==> src/rtl/xor_detector_filter.sv <==
// XOR phase detector followed by a K-counter loop filter.
// An up/down pair of modulo-K counters turns the detector output into carry/borrow pulses.
module xor_detector_filter #(
    parameter int K_BITS = 4
) (
    input  logic clk,
    input  logic reset,
    input  logic ref_signal,
    input  logic dco_signal,
    output logic out,
    output logic carry,
    output logic borrow
);

    localparam logic [K_BITS-1:0] CNT_ZERO = {K_BITS{1'b0}};
    localparam logic [K_BITS-1:0] CNT_ONE  = {{(K_BITS-1){1'b0}}, 1'b1};
    localparam logic [K_BITS-1:0] CNT_MAX  = {K_BITS{1'b1}};

    logic [K_BITS-1:0] up_cnt;
    logic [K_BITS-1:0] dn_cnt;
    logic [K_BITS-1:0] up_cnt_next;
    logic [K_BITS-1:0] dn_cnt_next;
    logic              carry_next;
    logic              borrow_next;

    // The detector is intentionally unregistered so the loop sees zero latency.
    assign out = ref_signal ^ dco_signal;

    // Next-state counting: only the counter selected by the detector moves; the other keeps its partial count.
    always_comb begin
        up_cnt_next = up_cnt;
        dn_cnt_next = dn_cnt;
        carry_next  = 1'b0;
        borrow_next = 1'b0;
        if (out) begin
            dn_cnt_next = dn_cnt - CNT_ONE;
            borrow_next = (dn_cnt == CNT_ZERO);
        end else begin
            up_cnt_next = up_cnt + CNT_ONE;
            carry_next  = (up_cnt == CNT_MAX);
        end
    end

    // Counter and pulse registers; reset overrides counting and clears any pulse in flight.
    always_ff @(posedge clk) begin
        if (reset) begin
            up_cnt <= CNT_ZERO;
            dn_cnt <= CNT_MAX;
            carry  <= 1'b0;
            borrow <= 1'b0;
        end else begin
            up_cnt <= up_cnt_next;
            dn_cnt <= dn_cnt_next;
            carry  <= carry_next;
            borrow <= borrow_next;
        end
    end

endmodule

==> config.mk <==
export PLATFORM = sky130hd
export DESIGN_NAME = xor_detector_filter
export DESIGN_NICKNAME = d
export VERILOG_FILES = /design/src/rtl/xor_detector_filter.sv
export SDC_FILE = /design/constraint.sdc
export NUM_CORES = 1
export LEC_CHECK = 0
export CAP_MARGIN = 25
export CORE_AREA = 10 10 47 49
export DETAILED_ROUTE_END_ITERATION = 10
export DIE_AREA = 0 0 57 59
export PLACE_DENSITY = 0.59
export SLEW_MARGIN = 10
export SYNTH_ARGS = -nofsm -noshare
export SYNTH_HDL_FRONTEND = slang
export SYNTH_SLANG_ARGS = --single-unit
export TNS_END_PERCENT = 100
==> constraint.sdc <==
create_clock -name clk -period 2.2 [get_ports clk]
set_input_delay 0.55 -clock clk [delete_from_list [all_inputs] [get_ports clk]]
set_output_delay 0.55 -clock clk [all_outputs]
set_load 0.05 [all_outputs]
# Word level (Yosys, flattened, before mapping)
# Cells that the tools add are included.
[classes]
eq_ne = 1
add_sub_neg = 2
bitwise_logic = 2
reduce_logical = 3
[op_table]
columns = ["op", "n"]
rows = [
  ["$add A4 B1 Y4 const B", 1],
  ["$eq A4 B4 Y1 const B", 1],
  ["$logic_not A4 Y1", 1],
  ["$reduce_or A2 Y1", 2],
  ["$sub A4 B1 Y4 const B", 1],
  ["$not A1 Y1", 1],
  ["$xor A1 B1 Y1", 1],
]
[word_totals]
ff_bits = 10
input_bits = 4

# Longest topological paths before layout
# Gate-level depths: netlist of the first run.
[depth]
word_depth = 3
depth_mapped = 4
depth_no_buf = 4

# Least setup slack after synthesis of the first run
# No wires, ideal clock.
[synth_path]
path_type = "input -> output"
startpoint = "in dco_signal"
endpoint = "out out"
path_buffers = 1
required_ps = 1650
setup_slack_ps = 613
arrival_ps = 1037
path_stages = 2
cell_sequence = "xor2_2 > buf_6"
[synth_via]
elab_chain_cells = 1
[synth_lines]
columns = ["item", "line_no", "rtl"]
rows = [
  ["start, declared", "9", "input logic dco_signal,"],
  ["$xor A1 B1 Y1", "27", "assign out = ref_signal ^ dco_signal;"],
  ["end, declared", "10", "output logic out,"],
]
# Every way passes these cells.

# Worst setup path in the final report of the first run
# Same ends and word-level chain as after synthesis.

==> metrics.yaml, run 1 <==
status: "finished clean"
relSlewSlack_pct: 66.93
synth_seq_area_share_pct: 46.65
syn_inst: 44
worst_pin_slew_ns: 0.4945
synth_most_common_cell: "dfxtp_1"
grt_pass1_wl_mm: 1.311
cts_tree: "built"
synth_top_area_share_pct: 46.65
drive_gt1_share_pct: 13.21
coreArea_mm2: 0.001401
post_drt_wl_per_cell_um: 10.28
dpl.cell_count: 65
cts_inserted_buffers: 3
io_pins: 7
synth_seq_cells: 10
ir_worst_vdd_mv: 0.3458
ys_async_sr_fraction_pct: 0
cts-hold-fix-buffers: 0
worstPathArrival_ns: 1.46
critPathRequiredTime_ns: 1.65
min_path_type: "flip-flop to flip-flop"
grt_pass1_vias: 323
powerDensity_mw_per_mm2: 790.4
yosys_warnings: 0
avgSynthCellArea_um2: 9.754
setup_viol: 0
yosys-top-cells-area: "dfxtp_1 (47%), ha_1 (5.8%), a21oi_1 (4.7%), and4b_1 (4.7%), mux2i_1 (4.7%)"
cts-resized-gates: 0
fin_crit_sh_pct: 91.18
start_util_pct: 30.63
firstDrtPassIters: 3
fin_nets: 60
clk_pin_slew_worst_paths_ns: 0.06
antenna_found_initial: 0
muxShareOfSynthArea_pct: 4.665
finalPower_w: 0.0004332
hpwl_um: 502
cts_root_buffer: "clkbuf_4"
rows: 14
ant_nets: 0
clock_path_buffers: 2
syn_nets: 50
htree_levels: 1
fp.dieArea_mm2: 0.003363
grt_max_degree: 15
slew_violations: 0
fmax_mhz: 498.5
leakagePower_nw: 0.2394
crit_path_start_kind: "primary input"
post_cts_buffers: 0
final.min_clock_period_ns: 2.006
syn_to_final_growth_pct: 27.70
wl_um: 709
synth-adder-area-share_pct: 5.831
hold_violations: 0
drt_iter0_drc: 3
rsz0062_at_grt: "no"
ys.flop_type: "dfxtp_1"
netlist-cell-type-count: 23
synth_commonest_cells: "dfxtp_1 (10), a21oi_1 (4), inv_1 (3), nor2_1 (3)"
grt_util_all_layers_pct: 4.896
yosysTopAreaCell: "dfxtp_1"
yosys.area_share.simple_pct: 20.12
syn_area_um2: 429.2
port_buffers: 6
synth-edff-count: 0
antenna_cells: 0
drt-vias-per-instance: 4.580
drc: 0
synth_compound_area_share_pct: 8.746
grt.overflow.total: 0
crit_type: "primary input to output port"
synth-xor-area-share_pct: 7.872
cap_viol_max_count: 0
worstSetupEndpointType: "output port"
tns_ns: 0
critical_path.max_fanout: 2
gp_congestion: 0.6884
layout.cells.non_filler: 69
die_w_um: 57
die_h_um: 59
clock_skew_ns: 0.0003350
cts.sinks: 10
clk_latency_ns: 0.26
vias: 316
synth_top_family_by_area: "simple AND/OR/NAND/NOR gates"
-- power breakdown --
part,leakage (nW),switching [W],internal [W]
registers,0.0815,0.00000963,0.000193
logic,0.137,0.0000329,0.0000328
clock network,0.0210,0.0000642,0.000101
total,0.239,0.000107,0.000326
-- through the flow --
stage / hold slack, ns / instance area [um2] / util [%] / setup WS [ns]
after detailed placement: 0.4518 / 511.7 / 36.52 / 0.1875
after global routing: 0.5074 / 548.0 / 39.11 / 0.1583
after CTS: 0.4644 / 548.0 / 39.11 / 0.1875
final: 0.4574 / 548.0 / 39.11 / 0.1940
after global placement: 0.4426 / 511.7 / 36.52 / 0.1925
after floorplan: 0.4299 / 429.2 / - / 0.6133
-- final cells by class --
class,instances,area [um2]
Multi-Input combinational cell,29,202.7
Timing Repair Buffer,7,77.57
Clock buffer,4,36.28
Tap cell,16,20.02
Sequential cell,10,200.2
Fill cell,147,853.3
Inverter,3,11.26
-- cell families after synthesis --
family                     count (synthesis)
and+or+nand+nor                           15
AOI/OAI and AO/OA                          7
buffers and inverters                      5
xor gates and xnor gates                   3
muxes                                      2
adders and majority gates                  2
DFF                                       10
-- critical path, cell delays in order --
cell             delay, ns
clkdlybuf4s50_1       0.50
xor2_2                0.23
buf_12                0.17
-- path summary, 6_finish.rpt --
path | startpoint | to | slack, ns | depth (start not counted)
worst max-delay path | dco_signal | out | 0.19 | 3
worst min-delay path | up_cnt[3] | carry | 0.46 | 2
worst max register to register | up_cnt[0] | up_cnt[2] | 1.08 | 4
worst min register to register | up_cnt[3] | carry | 0.46 | 2
-- state kept, by name, indices dropped and copies added, names as in the netlist --
signal / count
borrow: 1
up_cnt: 4
carry: 1
dn_cnt: 4
-- per-layer routing --
layer	part of all wire (%)	wire length [um]	up-vias	track usage [%]
li1	-	-	166	-
met1	47	334	141	4.665
met2	41	290	9	7.287
met3	12	83	0	4.506
met4	0	0	0	2.013
met5	0	0	-	0
-- cells in the final DEF, fill, tap and decap left out, types with 2 or more instances in the layout --
master / synthesis / final
clkbuf_4: 0 / 3
and4b_1: 2 / 2
nor2_1: 3 / 3
clkdlybuf4s50_1: 0 / 5
or3_1: 2 / 2
inv_1: 3 / 3
a21oi_1: 4 / 4
mux2i_1: 2 / 2
ha_1: 2 / 2
dfxtp_1: 10 / 10
nand2_1: 2 / 2
(Power assumes the default switching activity.)
==> run 2: changes to the inputs <==
--- a/config.mk
+++ b/config.mk
@@ -5,6 +5,7 @@
 export SDC_FILE = /design/constraint.sdc
 export NUM_CORES = 1
 export LEC_CHECK = 0
+export ABC_CLOCK_PERIOD_IN_PS = 2200
 export CAP_MARGIN = 25
 export CORE_AREA = 10 10 47 49
 export DETAILED_ROUTE_END_ITERATION = 10
==> results of run 2 <==
Final layout, timing and power as in run 1 (identical DEF).
==> run 3: changes to the inputs <==
--- a/config.mk
+++ b/config.mk
@@ -7,9 +7,9 @@
 export LEC_CHECK = 0
 export ABC_CLOCK_PERIOD_IN_PS = 2200
 export CAP_MARGIN = 25
-export CORE_AREA = 10 10 47 49
+export CORE_AREA = 2 2 39 41
 export DETAILED_ROUTE_END_ITERATION = 10
-export DIE_AREA = 0 0 57 59
+export DIE_AREA = 0 0 41 43
 export PLACE_DENSITY = 0.59
 export SLEW_MARGIN = 10
 export SYNTH_ARGS = -nofsm -noshare
==> metrics.yaml, run 3 (synthesized netlist as in run 1, its figures left out) <==
status: "finished clean"
fp.dieArea_mm2: 0.001763  # -48%
start_util_pct: 31.01  # +0.39 points
antenna_cells: 0  # unchanged
swShare_pct: 25.45  # +0.80 points
ant_nets: 0  # unchanged
pwr-share-seq_pct: 46.1  # -0.7 points
critPathRequiredTime_ns: 1.65  # about the same
post_drt_wl_per_cell_um: 9.638  # -6.2%
coreArea_mm2: 0.001384  # -1.2%
drive_gt1_share_pct: 13.21  # unchanged
grt_max_degree: 15  # unchanged
final_common_cell: "dfxtp_1"
antenna_found_initial: 0  # unchanged
io_pins: 7  # unchanged
drc: 0  # unchanged
cts-resized-gates: 0  # unchanged
worst_pin_slew_ns: 0.4862  # -0.008329 ns
cts_inserted_buffers: 3  # unchanged
grt_pass1_vias: 313  # -3.1%
gp_congestion: 0.6217  # -9.7%
leakagePower_nw: 0.2394  # unchanged
fin_nets: 60  # unchanged
clock_path_buffers: 2  # unchanged
slew_violations: 0  # unchanged
crit_family: "buffers and inverters"
clk_pin_slew_worst_paths_ns: 0.07  # about the same
die_h_um: 43  # -27%
htree_levels: 1  # unchanged
die_w_um: 41  # -28%
clock_skew_ns: 0.003052  # +0.002717 ns
cts.sinks: 10  # unchanged
clkPwrFrac_pct: 38.6  # +0.6 points
rsz0062_at_grt: "no"
hold_violations: 0  # unchanged
cts_root_buffer: "clkbuf_4"
cp_cell_sequence: "clkdlybuf4s50_1 > xor2_2 > buf_12"
layout_common_cells: "dfxtp_1 (10), clkdlybuf4s50_1 (5), a21oi_1 (4)"
tns_ns: 0  # unchanged
grt.overflow.total: 0  # unchanged
fin_crit_sh_pct: 90.11  # -1.1 points
port_buffers: 6  # unchanged
crit_slowest_cell: "clkdlybuf4s50_1"
firstDrtPassIters: 4  # +1
clk_latency_ns: 0.27  # about the same
comb_power_share_pct: 15.3  # about the same
setup_viol: 0  # unchanged
p_int_w: 0.0003268  # +0.11%
final.min_clock_period_ns: 1.982  # -0.02353 ns
cp_num_buf_inv: 2  # unchanged
fmax_mhz: 504.4  # +1.2%
largestRegisters: "dn_cnt x4, up_cnt x4"
crit_type: "primary input to output port"
crit_path_max_incr_delay_ns: 0.50  # about the same
grt_util_all_layers_pct: 10.99  # +6.1 points
cts_tree: "built"
holdWs_ns: 0.4595  # +0.002100 ns
drt_iter0_drc: 5  # +2
wl_um: 665  # -6.2%
critical_path.max_fanout: 2  # unchanged
post_cts_buffers: 0  # unchanged
hpwl_um: 472.4  # -5.9%
drt-vias-per-instance: 4.710  # +2.8%
rows: 14  # unchanged
worstPathArrival_ns: 1.43  # -0.03 ns
crit_path_start_kind: "primary input"
vias: 325  # +2.8%
powerDensity_mw_per_mm2: 799.9  # +1.2%
cts-hold-fix-buffers: 0  # unchanged
cap_viol_max_count: 0  # unchanged
switching_power_w: 0.0001116  # +4.5%
worstSetupEndpointType: "output port"
syn_to_final_growth_pct: 27.70  # unchanged
ir_worst_vdd_mv: 0.2717  # -21%
min_path_type: "flip-flop to flip-flop"
finalPower_w: 0.0004383  # +1.2%
grt_pass1_wl_mm: 1.200  # -8.5%
relSlewSlack_pct: 67.49  # +0.56 points
[run 3: cell type report]
cell class                 count  area, um2
timing repair buffer           7      77.57
inverter                       3      11.26
clock buffer                   4      36.28
fill                         142      835.8
multi-input combinational     29      202.7
sequential                    10      200.2
tap                           16      20.02
[run 3: path summary, 6_finish.rpt]
check,from,to,slack (ns),cells after the start
worst min register to register,up_cnt[3],carry,0.46,2
worst max-delay path,dco_signal,out,0.22,3
worst min-delay path,up_cnt[3],carry,0.46,2
worst max register to register,up_cnt[0],up_cnt[2],1.08,4
[run 3: tightest hold or removal path: stages, from the launching register on]
cell     delay (ns)
dfxtp_1        0.32
nand2_1        0.06
nor4_1         0.04
[run 3: power groups by stage]
| stage | Sequential, W | Combinational, W | Clock, W |
|---|---|---|---|
| 2_1_floorplan | 0.000204 | 0.0000473 | 0 |
| 3_3_place_gp | 0.000206 | 0.0000655 | 0 |
| 3_5_place_dp | 0.000206 | 0.0000671 | 0 |
| 4_1_cts | 0.000202 | 0.0000679 | 0.000176 |
| 5_1_grt | 0.000204 | 0.0000753 | 0.000182 |
| 6_report | 0.000202 | 0.0000672 | 0.000169 |
[run 3: through the flow]
stage	setup slack (ns)	util, %	cell area, um2	cells
after global placement	0.2184	36.98	511.7	65
after global routing	0.1944	39.60	548.0	69
after CTS	0.2109	39.60	548.0	69
final	0.2176	39.60	548.0	69
after detailed placement	0.2109	36.98	511.7	65
after floorplan	0.6133	-	429.2	44
[run 3: layer usage]
layer	track usage [%]	routed length [um]	share of wire, %	vias to the layer above
li1	-	-	-	168
met1	10.75	298	45	144
met2	15.31	308	46	9
met3	3.141	22	3.3	4
met4	14.00	36	5.4	0
met5	0	0	0	-
